## config.mk

```make
export PLATFORM = sky130hd
export DESIGN_NAME = moore_mod_counter
export DESIGN_NICKNAME = d
export VERILOG_FILES = /design/src/rtl/moore_pkg.sv /design/src/rtl/phase_counter.sv /design/src/rtl/moore_mod_counter.sv
export SDC_FILE = /design/constraint.sdc
export NUM_CORES = 1
export LEC_CHECK = 0
export CORE_MARGIN = 2
export CORE_UTILIZATION = 44
export CTS_CLUSTER_DIAMETER = 200
export DETAILED_ROUTE_END_ITERATION = 16
export PLACE_DENSITY_LB_ADDON = 0.3
export REMOVE_ABC_BUFFERS = 1
export SLEW_MARGIN = 10
export SYNTH_ARGS = -nofsm -noshare
export SYNTH_HDL_FRONTEND = slang
export SYNTH_HIERARCHICAL = 1
export SYNTH_SLANG_ARGS = --single-unit
```

## constraint.sdc

```tcl
create_clock -name clk -period 1.8 [get_ports clk]
set_input_delay 0.36 -clock clk [delete_from_list [all_inputs] [get_ports clk]]
set_output_delay 0.36 -clock clk [all_outputs]
set_load 0.03 [all_outputs]
```

## src/rtl/moore_pkg.sv

```systemverilog
// Shared types for the Moore event counter family.
// State encoding and counting-mode constants.
package moore_pkg;

  typedef enum logic [1:0] {
    INIT  = 2'b00,
    ARMED = 2'b01,
    HELD  = 2'b10
  } state_t;

  localparam int LEVEL = 0;
  localparam int EDGE  = 1;

endpackage

```

## src/rtl/phase_counter.sv

```systemverilog
// Modulo-MOD phase register with a registered wrap pulse.
// Clear has priority over increment.
module phase_counter #(
  parameter int MOD = 3,
  parameter int PW  = $clog2(MOD)
) (
  input  logic          clk,
  input  logic          rst,
  input  logic          clr,
  input  logic          inc,
  output logic [PW-1:0] phase,
  output logic          wrap
);

  logic [PW-1:0] r_phase;
  logic          r_wrap;
  logic          w_last;

  assign w_last = (r_phase == PW'(MOD - 1));
  assign phase  = r_phase;
  assign wrap   = r_wrap;

  always_ff @(posedge clk) begin
    if (rst) begin
      r_phase <= '0;
      r_wrap  <= 1'b0;
    end else if (clr) begin
      r_phase <= '0;
      r_wrap  <= 1'b0;
    end else if (inc) begin
      r_phase <= w_last ? '0 : r_phase + PW'(1);
      r_wrap  <= w_last;
    end else begin
      r_wrap  <= 1'b0;
    end
  end

endmodule

```

## src/rtl/moore_mod_counter.sv

```systemverilog
// Parametrised Moore event counter: phase modulo MOD, wrap pulse,
// event total with sticky overflow, level or edge qualified events.
module moore_mod_counter
  import moore_pkg::*;
#(
  parameter int MOD       = 3,
  parameter int PW        = $clog2(MOD),
  parameter int CW        = 8,
  parameter int EDGE_MODE = 0
) (
  input  logic          clk,
  input  logic          rst,
  input  logic          en,
  input  logic          clr,
  input  logic          in,
  output logic          out,
  output logic [PW-1:0] phase,
  output logic          tc,
  output logic [CW-1:0] count,
  output logic          ovf
);

  if (MOD < 2 || MOD > 256) begin : g_mod_chk
    $fatal(1, "moore_mod_counter: MOD must be within 2..256");
  end

  state_t        r_state;
  logic [CW-1:0] r_count;
  logic          r_ovf;
  logic          r_out;
  logic          w_acc;
  logic          w_last;
  logic [PW-1:0] w_phase;

  assign w_acc  = (r_state == ARMED) && en && in && !clr;
  assign w_last = (w_phase == PW'(MOD - 1));

  phase_counter #(
    .MOD (MOD),
    .PW  (PW)
  ) u_phase (
    .clk   (clk),
    .rst   (rst),
    .clr   (clr),
    .inc   (w_acc),
    .phase (w_phase),
    .wrap  (tc)
  );

  // out decodes the next phase so it moves on the same edge as phase
  always_ff @(posedge clk) begin
    if (rst) begin
      r_state <= INIT;
      r_count <= '0;
      r_ovf   <= 1'b0;
      r_out   <= 1'b1;
    end else begin
      unique case (r_state)
        INIT:    r_state <= (EDGE_MODE == EDGE && in) ? HELD : ARMED;
        ARMED:   if (EDGE_MODE == EDGE && w_acc) r_state <= HELD;
        HELD:    if (!in && !clr) r_state <= ARMED;
        default: r_state <= INIT;
      endcase
      if (clr) begin
        r_count <= '0;
        r_ovf   <= 1'b0;
        r_out   <= 1'b1;
      end else if (w_acc) begin
        r_count <= r_count + CW'(1);
        r_out   <= w_last;
        if (&r_count) r_ovf <= 1'b1;
      end
    end
  end

  assign out   = r_out;
  assign phase = w_phase;
  assign count = r_count;
  assign ovf   = r_ovf;

endmodule

```

* Word level (Yosys, flattened, before mapping)
Cells that the tools add are included.
** Operators by class
- Add/sub/neg operators :: 2
- Multipliers :: 0
- Divide/modulo/power cells :: 0
- Magnitude comparators :: 0
- Eq/ne operators :: 4
- Shift-type cells :: 0
- Muxes and demuxes :: 3
- Bitwise operators :: 2
- Reduce and logical (&&, ||, !) cells :: 11
** Operators by type and width (count)
- 9-bit AND reduction :: 1
- 8-bit by 1-bit adder with 8-bit output, second input constant :: 1
- 2-bit one-hot mux with 3 select lines :: 1
- 2-bit equality test, second input constant :: 2
- 1-bit logical AND :: 4
- 2-bit 2-to-1 mux :: 2
- 3-bit OR reduction :: 1
- 2-bit by 1-bit adder with 2-bit output, second input constant :: 1
- 2-bit by 1-bit equality test with 1-bit output, second input constant :: 1
- 1-bit logical NOT :: 2
- 2-bit logical NOT :: 1
- 2-bit inequality test, second input constant :: 1
- 1-bit inverter :: 2
- 2-bit AND reduction :: 1
- 2-bit OR reduction :: 1
** Word-level totals
- Flip-flop bits (word level) :: 15
- Latch bits :: 0
- Bits in writable memories :: 0
- Memory bits (read-only) :: 0
- Bits of input ports :: 5
- Output and inout bits :: 13
- Word-level logic and storage cells :: 28
- Memories kept :: 0

* Longest topological paths before layout
- Depth after elaboration :: 6
- Gate-level depth with buffers :: 5
- Mapped depth without buffers :: 4

* Cells and area by module
Netlist, hierarchy kept.
** Modules (own cells, without submodules)
- moore_mod_counter :: times used 1, cells an instance 53, area each 483.0 um2, sequential area each 220.2 um2
- phase_counter :: times used 1, cells an instance 11, area each 121.4 um2, sequential area each 60.1 um2

* Worst setup path after synthesis
OpenSTA, ideal clock, no wires.
- Kind :: register to register
- From :: register r_count[0] (netlist: count[0])
- To :: register r_ovf (netlist: ovf)
- Library setup time :: 0.070 ns
- Arrival :: 1.500 ns
- Required time :: 1.730 ns
- Slack :: 0.229 ns
- Stages on the path, launching flop included :: 5
- Buffers on the path :: 0
- Period minus slack after synthesis :: 1.571 ns
- Cells stage by stage :: dfxtp_1 -> ha_1 -> nand3_1 -> or4_1 -> a21oi_1
** On the way
- Longest elaborated chain between the ends :: 1
** RTL lines
- start: declaration :: line moore_mod_counter.sv:28 : logic [CW-1:0] r_count;
- start signal: assignment :: line moore_mod_counter.sv:69 : r_count <= r_count + CW'(1);
- 9-bit AND reduction (no source line)
- end signal: assignment :: line moore_mod_counter.sv:55 : r_ovf <= 1'b0;
- end signal: assignment :: line moore_mod_counter.sv:66 : r_ovf <= 1'b0;
- end signal: assignment :: line moore_mod_counter.sv:71 : if (&r_count) r_ovf <= 1'b1;
- end: declaration :: line moore_mod_counter.sv:29 : logic r_ovf;
No other way between the ends.
A chain may end at the register's enable or synchronous reset.

* Worst setup path after layout
- From :: register r_count[5] (netlist: count[5])
- To :: output port count[5]
** RTL lines
- end: declaration :: line moore_mod_counter.sv:19 : output logic [CW-1:0] count,
No word-level cell between the ends.

==> impl_metrics.toml <==
[status]
status = "finished, final reports clean"

[yosys]
ys_seq_area_share_pct = 46.38
yosys-top-cells-area = "dfxtp_1 (46%), a21oi_1 (5.8%), or4_1 (5.0%), nand4b_4 (3.9%), inv_1 (3.7%)"
synth_top_family_by_area = "simple AND/OR/NAND/NOR gates"
synth_top_area_cell = "dfxtp_1"
synth_compound_area_share_pct = 16.77
syn_avg_cell_area_sq_um = 9.443
syn_inst = 64
ys_types = 26
synth-simple-area-share_pct = 26.50
synthXorXnorAreaFrac_pct = 1.449
yosysWarnings = 6
netlist.area_leader.share_pct = 46.38
ys_seq_elements = 14
synthMuxAreaShare_pct = 1.656
synthAdderAreaFrac_pct = 2.070
synth_area_sq_um = 604.3

[worst_setup_path]
cp_max_fo = 5
cp.required_ps = 1440
reg2reg_depth = 4
crit_arrival_ps = 1370
crit_type = "flip-flop to output pin"
critical_path.slowest_cell = "clkdlybuf4s50_1"
cpLargestDelayFamily = "buffers and inverters"
r2r_start = "count[0]"
cp-end-kind = "output pin"
worstPathCellList = "clkdlybuf4s50_1"
critPathMaxStageDelay_ps = 690
crit_path_start_kind = "flip-flop"
reg2reg_to = "ovf"
crit_buf_inv = 1
r2r_setup_slack_ps = 340

[clock_tree]
htree_num_levels = 1
root_buffer = "clkbuf_4"
clk_pin_slew_ps = 80
hold_buffers = 0
cts_tree = "done"
cts_made_buffers = 3
clkLatencyLatePin_ps = 270
clock_sinks = 14
clock_path_buffers = 2

[power_and_ir_drop]
design_power_total_uw = 571.5
pwr-share-comb_pct = 6.4
power_leakage_nw = 0.3773
p_seq_share_pct = 54.9
switching_share_pct = 20.42
power.switching_uw = 116.7
power_density_nw_per_um2 = 652.5
irDropWorstVdd_mv = 0.4383
power.internal_uw = 454.8
clkPwrFrac_pct = 38.8

[sta]
period_share_pct = 96.13
setup_viol = 0
skew_ps = 5.698
rsz0062_at_grt = "no"
fin_tns_setup_ps = 0
worstMarginPinSlew_ps = 322.7
drv_slew = 0
hold-worst-slack_ps = 445.2
max-slew-margin-rel_pct = 78.45
fmax_ghz = 0.5779
period_minus_slack_ps = 1730
finalHoldViolations = 0

[die]
rows = 13
start_util_pct = 47.03
die_w_microns = 41.06
dieArea_sq_um = 1686
core_sq_um = 1285
die_h_microns = 41.06
ios = 18

[hold_path]
hold_depth = 2
holdCritStartpoint = "ovf"
hp-class = "flip-flop to flip-flop"
min_to = "ovf"

[routing]
route.detailed.drc = 0
dr.pass1.iters = 4
via_per_inst = 5.183
post_drt_wl_per_cell_microns = 11.73
vias = 539
antenna_left = 0
wl_mm = 1.220
drt_iter0_drc = 9

[placed_design]
detailed_place_hpwl_microns = 897.1
gp_congestion = 0.6873
io_buffers = 17
dp_cells = 100

[finish]
final_cells = 104
syn_to_final_growth_pct = 44.93
antenna_cells = 0
final_layout_size_suffix_gt1_share_pct = 14.61
final_nets = 96

[global_routing]
antenna_found_initial = 0
grt_max_degree = 11
grt_pass1_wl_mm = 2.063
grt_overflow = 0
grtUsageTotal_pct = 19.12
grt_pass1_vias = 500

[run]
cap_violations = 0
[power groups by stage]
stage | Sequential (mW) | Combinational, mW | Clock (mW)
2_1_floorplan | 0.323 | 0.0105 | 0
3_3_place_gp | 0.321 | 0.0366 | 0
3_5_place_dp | 0.321 | 0.0365 | 0
4_1_cts | 0.314 | 0.0369 | 0.233
5_1_grt | 0.314 | 0.0393 | 0.242
6_report | 0.314 | 0.0364 | 0.221
[synth_stat cells (all sizes together)]
| cell | n |
|---|---|
| dfxtp | 14 |
| a21oi | 7 |
| inv | 6 |
| or4 | 4 |
| nand3 | 3 |
| o21ai | 3 |
| o31ai | 3 |
| or3 | 3 |
| a211oi | 2 |
| nand2b | 2 |
| nand3b | 2 |
| nor2 | 2 |
| a211o | 1 |
| buf | 1 |
| clkbuf | 1 |
| ha | 1 |
| mux2i | 1 |
| nand2 | 1 |
| nand4 | 1 |
| nand4b | 1 |
| nor3 | 1 |
| nor3b | 1 |
| or2 | 1 |
| or3b | 1 |
| xor2 | 1 |
[layout make-up]
cell class / instances / area (sq um)
Timing Repair Buffer: 23 / 225.2
Inverter: 6 / 22.52
Multi-Input combinational cell: 42 / 292.8
Clock buffer: 4 / 36.28
Fill cell: 107 / 409.1
Sequential cell: 14 / 280.3
Tap cell: 15 / 18.77
[worst max-delay path by stage]
stage                      from          endpoint  slack [ps]  cells after the start
6_report               count[5]          count[5]          70                      1
2_1_floorplan          count[0]               ovf         230                      4
3_5_place_dp                 in          count[6]          -9                      4
3_3_place_gp                 en  u_phase/phase[0]          30                      5
5_1_grt        u_phase/phase[1]          phase[1]           3                      1
4_1_cts                count[0]          count[0]           5                      1
[flip-flops by register name (all words and copies together) (netlist names)]
register,flops
ovf,1
u_phase/wrap,1
r_state,1
count,8
u_phase/phase,2
out,1
[layer usage]
metal	GRT usage, %	vias to the layer above	wire (microns)
met5	0	-	0
met4	12.50	0	17
met3	3.804	2	44
met2	29.69	8	595
met1	23.61	245	563
li1	-	284	-
[kinds of logic (layout without fill, tap and decap cells)]
| kind of cell | after synthesis | after routing |
|---|---|---|
| and+or+nand+nor | 23 | 23 |
| AOI/OAI and AO/OA | 16 | 16 |
| DFF | 14 | 14 |
| xor gates and xnor gates | 1 | 1 |
| adders and majority gates | 1 | 1 |
| buffers and inverters | 8 | 33 |
| muxes | 1 | 1 |
[cells in the final DEF (no fill, tap or decap)]
cell / count
a211o_1: 1
a211oi_1: 1
a211oi_2: 1
a21oi_1: 7
buf_4: 6
clkbuf_4: 3
clkbuf_8: 1
clkdlybuf4s50_1: 13
dfxtp_1: 14
dlymetal6s2s_1: 4
ha_1: 1
inv_1: 6
mux2i_1: 1
nand2_1: 1
nand2b_1: 2
nand3_1: 3
nand3b_1: 2
nand4_1: 1
nand4b_4: 1
nor2_1: 2
nor3_1: 1
nor3b_1: 1
o21ai_0: 3
o31ai_1: 3
or2_2: 1
or3_1: 3
or3b_1: 1
or4_1: 4
xor2_1: 1
[repair_timing]
item / in CTS / in global routing
setup buffers: 0 / 0
setup endpoints to repair: 0 / 4
gates resized for setup: 0 / 4
[per-stage QoR]
step | cell area, sq um | worst slack [ps] | util (%)
final | 875.8 | 69.59 | 68.16
after global routing | 875.8 | 2.551 | 68.16
after CTS | 865.8 | 5.242 | 67.38
after detailed placement | 829.5 | -9.127 | 64.56
after global placement | 829.5 | 32.88 | 64.56
after floorplan | 595.6 | 229.5 | -
(Power assumes the default switching activity.)
==> patch 1: new RTL, same settings <==
`MOD` is set to 3 in 2 places; all go to 6.
--- a/src/rtl/phase_counter.sv
+++ b/src/rtl/phase_counter.sv
@@ -1,7 +1,7 @@
 // Modulo-MOD phase register with a registered wrap pulse.
 // Clear has priority over increment.
 module phase_counter #(
-  parameter int MOD = 3,
+  parameter int MOD = 6,
   parameter int PW  = $clog2(MOD)
 ) (
   input  logic          clk,
--- a/src/rtl/moore_mod_counter.sv
+++ b/src/rtl/moore_mod_counter.sv
@@ -3,7 +3,7 @@
 module moore_mod_counter
   import moore_pkg::*;
 #(
-  parameter int MOD       = 3,
+  parameter int MOD       = 6,
   parameter int PW        = $clog2(MOD),
   parameter int CW        = 8,
   parameter int EDGE_MODE = 0
Interface: changed (resized phase); port bits go from 18 to 19. No check against the original RTL was run, so the function may have changed too.
==> patch 1 against the unedited design <==
  * Count of clock-buffer cells in the layout unchanged
  * Register-to-register slack improved by 0.06 ns
  * Total power decreased by 3.2%
  * Routed wire length increased by 4.1%
  * Cell area increased by 0.57%
  * Sequential cell count increased by 1
  * Critical endpoint is now count[0]
  * Cell count increased by 1.9%
  * Global-route usage decreased by 3.9 points
  * Highest routed layer unchanged
  * Worst setup slack got worse by 0.016 ns
  * Area after synthesis increased by 6.8%
  * Sequential power increased by 7.0%
  * Synthesized cell count increased by 7.8%
==> patch 1: results (changes against the unedited design) <==
stage,metric,value,unit,change
run_status,status,"complete, no violations",,unchanged
grt,pin count of the biggest net entering global routing,9,,was 11
worst_setup_path,WP data arrival,1.39,ns,was 1.37 ns
hold_path,number of instances on the worst hold path,1,,was 2
yosys,complex-gate fraction of the synthesized area,17.64,%,was 16.77%
routing,iteration-0 DRC count of the detailed router,3,,was 9
routing,Total Wirelength,1270,um,was 1220 um
yosys,cell count after synthesis,69,,was 64
pwr,leakage dissipation,0.3486,nW,was 0.3773 nW
place,placer's final routability congestion estimate,0.7389,,was 0.6873
place,placed wire-length estimate,935.4,um,was 897.1 um
worst_setup_path,cell class contributing the biggest share of worst-path delay,buffers and inverters,,unchanged
yosys,most used standard cells in the synthesized netlist,"dfxtp_1, a21oi_1, inv_1, nor2_1",,"was dfxtp_1, a21oi_1, inv_1, or4_1"
grt,wire length of the first global-routing pass,2076,um,was 2063 um
yosys,share of the synthesized netlist area taken by xor and xnor gates,2.713,%,was 1.449%
yosys,fraction of the yosys area taken by sequential cells,46.51,%,was 46.38%
worst_setup_path,worst setup path start,count[0],,was count[5]
timing,final-layout worst hold slack,0.4847,ns,was 0.4452 ns
grt,aggregate global-route resource usage,15.20,%,was 19.12%
place,placement-stage worst setup slack,-0.003520,ns,was -0.009127 ns
cells_and_area,share of layout cells above drive strength 1,7.692,%,was 14.61%
place,cell total after placement,102,,was 100
place,Post-DP Area,850.8,um2,was 829.5 um2
yosys,count of unique library cells instantiated by Yosys,26,,unchanged
pwr,Max IR drop VDD,0.0004663,V,was 0.0004383 V
yosys,"post-synthesis share of cell area spent on full adders, half adders and majority gates",1.938,%,was 2.070%
cells_and_area,Fillers,117,,was 107
worst_setup_path,termination of the worst setup path,count[0],,was count[5]
yosys,Area contributors post-synth,"dfxtp_1, a21oi_1, nand4b_4, o31ai_1, or4_1",,"was dfxtp_1, a21oi_1, or4_1, nand4b_4, inv_1"
clock_network,CTS clock-pin slew for the worst setup and hold paths,0.09,ns,
yosys,number of warnings reported in the yosys synthesis log,6,,unchanged
cells_and_area,Post-layout nets,98,,was 96
timing,share of the clock period used by the worst path,97.03,%,was 96.13%
routing,Vias,552,,was 539
grt,via count of the first global-routing pass,486,,was 500
timing,actual transition at the worst max-transition pin,0.3241,ns,was 0.3227 ns
worst_setup_path,FF-to-FF setup slack,0.40,ns,was 0.34 ns
place,Port-buffer cells,18,,was 17
routing,wire length per cell after detailed routing,11.98,um,was 11.73 um
==> patch 1: cell types whose count changed in the layout (fill, tap and decap cells not counted), sizes merged, moves of 2 or more <==
| cell | change |
|---|---|
| nand2b | -2 |
| nand2 | +2 |
| buf | -4 |
| nor2 | +3 |
| nand4b | +2 |
| a211oi | -2 |
| a21bo | +2 |
| nand3b | -2 |
| dlymetal6s2s | -2 |
| clkdlybuf4s50 | +2 |
==> patch 1: power by group <==
group | leakage, nW | internal [mW] | switching (mW)
logic | 0.212 | 0.0158 | 0.0160
registers | 0.121 | 0.334 | 0.00225
clock network | 0.0150 | 0.0857 | 0.0996
==> patch 1: final cells by class <==
type                    count  area [um2]  share of cell area [%]
repair buffers             20       198.9                   22.59
multi-input cells          47       317.8                   36.08
well taps                  15       18.77                   2.131
inverters                   5       18.77                   2.131
clock buffers               4       26.28                   2.983
flip-flops and latches     15       300.3                   34.09
==> patch 1: logic make-up (layout without fill, tap and decap cells) <==
family / after synthesis / count (layout)
muxes: 1 / 1
xor gates and xnor gates: 2 / 2
and+or+nand+nor: 25 / 25
adders and majority gates: 1 / 1
AOI/OAI and AO/OA: 18 / 18
DFF: 15 / 15
buffers and inverters: 7 / 29
==> patch 1: routing by layer <==
| metal | GRT usage, % | share of wire [%] | vias up |
|---|---|---|---|
| met5 | 0 | 0 | - |
| met4 | 7.500 | 1.1 | 0 |
| met3 | 4.310 | 3.9 | 2 |
| met2 | 22.46 | 44 | 9 |
| met1 | 20.11 | 51 | 246 |
| li1 | - | - | 295 |
==> patch 1: what timing repair did <==
action | CTS | global route
endpoints found under the setup margin | 1 | 2
hold buffers | 0 | 0
gates resized for setup | 1 | 2
==> patch 2: new RTL, config.mk and constraints unchanged <==
Without the edit above. The 3 states of `state_t` get a one-hot encoding in 3 bits.
--- a/src/rtl/moore_pkg.sv
+++ b/src/rtl/moore_pkg.sv
@@ -2,10 +2,10 @@
 // State encoding and counting-mode constants.
 package moore_pkg;
 
-  typedef enum logic [1:0] {
-    INIT  = 2'b00,
-    ARMED = 2'b01,
-    HELD  = 2'b10
+  typedef enum logic [2:0] {
+    INIT  = 3'b001,
+    ARMED = 3'b010,
+    HELD  = 3'b100
   } state_t;
 
   localparam int LEVEL = 0;
Check against the original RTL: same outputs for any inputs over 10 cycles, from zero or initial values and one cycle with rst high; not proved beyond that.
==> patch 2 against the unedited design <==
  * Cell area is 10% higher
  * Area after synthesis is 17% higher
  * Die area is 15% higher
  * Global-route usage is 0.89 points lower
  * Worst setup slack better by 0.011 ns
  * Cell count is 12% higher
  * Routed wire length is 24% higher
  * Critical path depth stayed put
  * Maximum frequency is 0.67% higher
  * Sequential cell count is 1 higher
  * Non-clock buffer count stayed put
  * Largest cell class unchanged
  * Highest routed layer unchanged
Power is not compared: it rests on default switching activity, and its combinational part moved more than twofold at a synthesized area within 25%.
==> patch 2: results (changes against the unedited design) <==
stage,metric,value,unit,change
routing,wire length on met1,702,um,was 563 um
routing,Vias,646,,was 539
grt,aggregate global-route resource usage,18.23,%,was 19.12%
yosys,cell count after synthesis,75,,was 64
grt,wire length of the first global-routing pass,2649,um,was 2063 um
routing,met2 WL post-DR,735,um,was 595 um
routing,via-per-instance ratio,5.569,,was 5.183
yosys,count of unique library cells instantiated by Yosys,32,,was 26
place,placed wire-length estimate,1162,um,was 897.1 um
place,placement-stage worst setup slack,-0.08918,ns,was -0.009127 ns
run_status,status,"complete, no violations",,unchanged
place,Post-DP Area,925.9,um2,was 829.5 um2
cells_and_area,share of layout cells above drive strength 1,14.00,%,was 14.61%
routing,iteration-0 DRC count of the detailed router,13,,was 9
worst_setup_path,WP data arrival,1.36,ns,
yosys,number of warnings reported in the yosys synthesis log,6,,unchanged
grt,via count of the first global-routing pass,603,,was 500
routing,length of routed met3 wiring,54,um,was 44 um
pwr,leakage dissipation,0.4297,nW,
timing,maximum clock skew at final layout,0.004178,ns,was 0.005698 ns
clock_network,Max H-tree Level,1,,unchanged
grt,pin count of the biggest net entering global routing,12,,was 11
worst_setup_path,Critical-path top delay cell,clkdlybuf4s50_1,,unchanged
clock_network,worst-skew pair later-pin latency,0.28,ns,
place,placer's final routability congestion estimate,0.7732,,was 0.6873
yosys,Area contributors post-synth,"dfxtp_1, a21oi_1, o31ai_1, o21ai_0, nand3b_1",,"was dfxtp_1, a21oi_1, or4_1, nand4b_4, inv_1"
yosys,most used standard cells in the synthesized netlist,"dfxtp_1, a21oi_1, o21ai_0, o31ai_1",,"was dfxtp_1, a21oi_1, inv_1, or4_1"
routing,Total Wirelength,1507,um,was 1220 um
yosys,fraction of the yosys area taken by sequential cells,42.55,%,was 46.38%
timing,actual transition at the worst max-transition pin,0.3399,ns,was 0.3227 ns
cells_and_area,Fillers,125,,was 107
cells_and_area,Post-layout nets,107,,was 96
clock_network,master cell of the clock root buffer,clkbuf_4,,unchanged
patch 2: logic make-up (layout without fill, tap and decap cells):
group,count (synthesis),in the layout,share of synthesized area (%)
AO/OA/AOI/OAI,18,18,15.60
XOR/XNOR,1,1,1.241
adder cells (fa/ha/maj),1,1,1.773
buffers and inverters,5,30,3.723
flip-flops,15,15,42.55
multiplexers,1,1,1.418
AND/OR/NAND/NOR,34,34,33.69
patch 2: path summary, 6_finish.rpt:
check              from               end  slack [ns]  cells after the start
max            count[5]          count[5]        0.08                      1
min                 ovf               ovf        0.48                      2
max reg2reg  r_state[1]  u_phase/phase[0]        0.41                      4
min reg2reg         ovf               ovf        0.48                      2
patch 2: area by class of cell:
| cell class | count | share of cell area (%) |
|---|---|---|
| well taps | 16 | 2.070 |
| clock buffers | 4 | 2.717 |
| inverters | 3 | 1.164 |
| flip-flops and latches | 15 | 31.05 |
| multi-input cells | 55 | 39.20 |
| repair buffers | 23 | 23.80 |
patch 2: report_power, final:
group / total (mW) / internal, mW / switching [mW] / leakage (nW)
Combinational: 0.105 / 0.0596 / 0.0459 / 0.293
Sequential: 0.381 / 0.356 / 0.0250 / 0.121
Clock: 0.188 / 0.0859 / 0.102 / 0.0150
Total: 0.674 / 0.501 / 0.173 / 0.430
patch 2: routing by layer:
| metal | track usage, % | vias to the layer above |
|---|---|---|
| li1 | - | 332 |
| met1 | 25.71 | 301 |
| met2 | 27.35 | 11 |
| met3 | 3.673 | 2 |
| met4 | 7.273 | 0 |
| met5 | 0 | - |
patch 2: timing repair:
item / 4_1_cts / 5_1_grt
endpoints found under the hold margin: 0 / 0
resized for setup: 0 / 6
endpoints found under the setup margin: 0 / 6
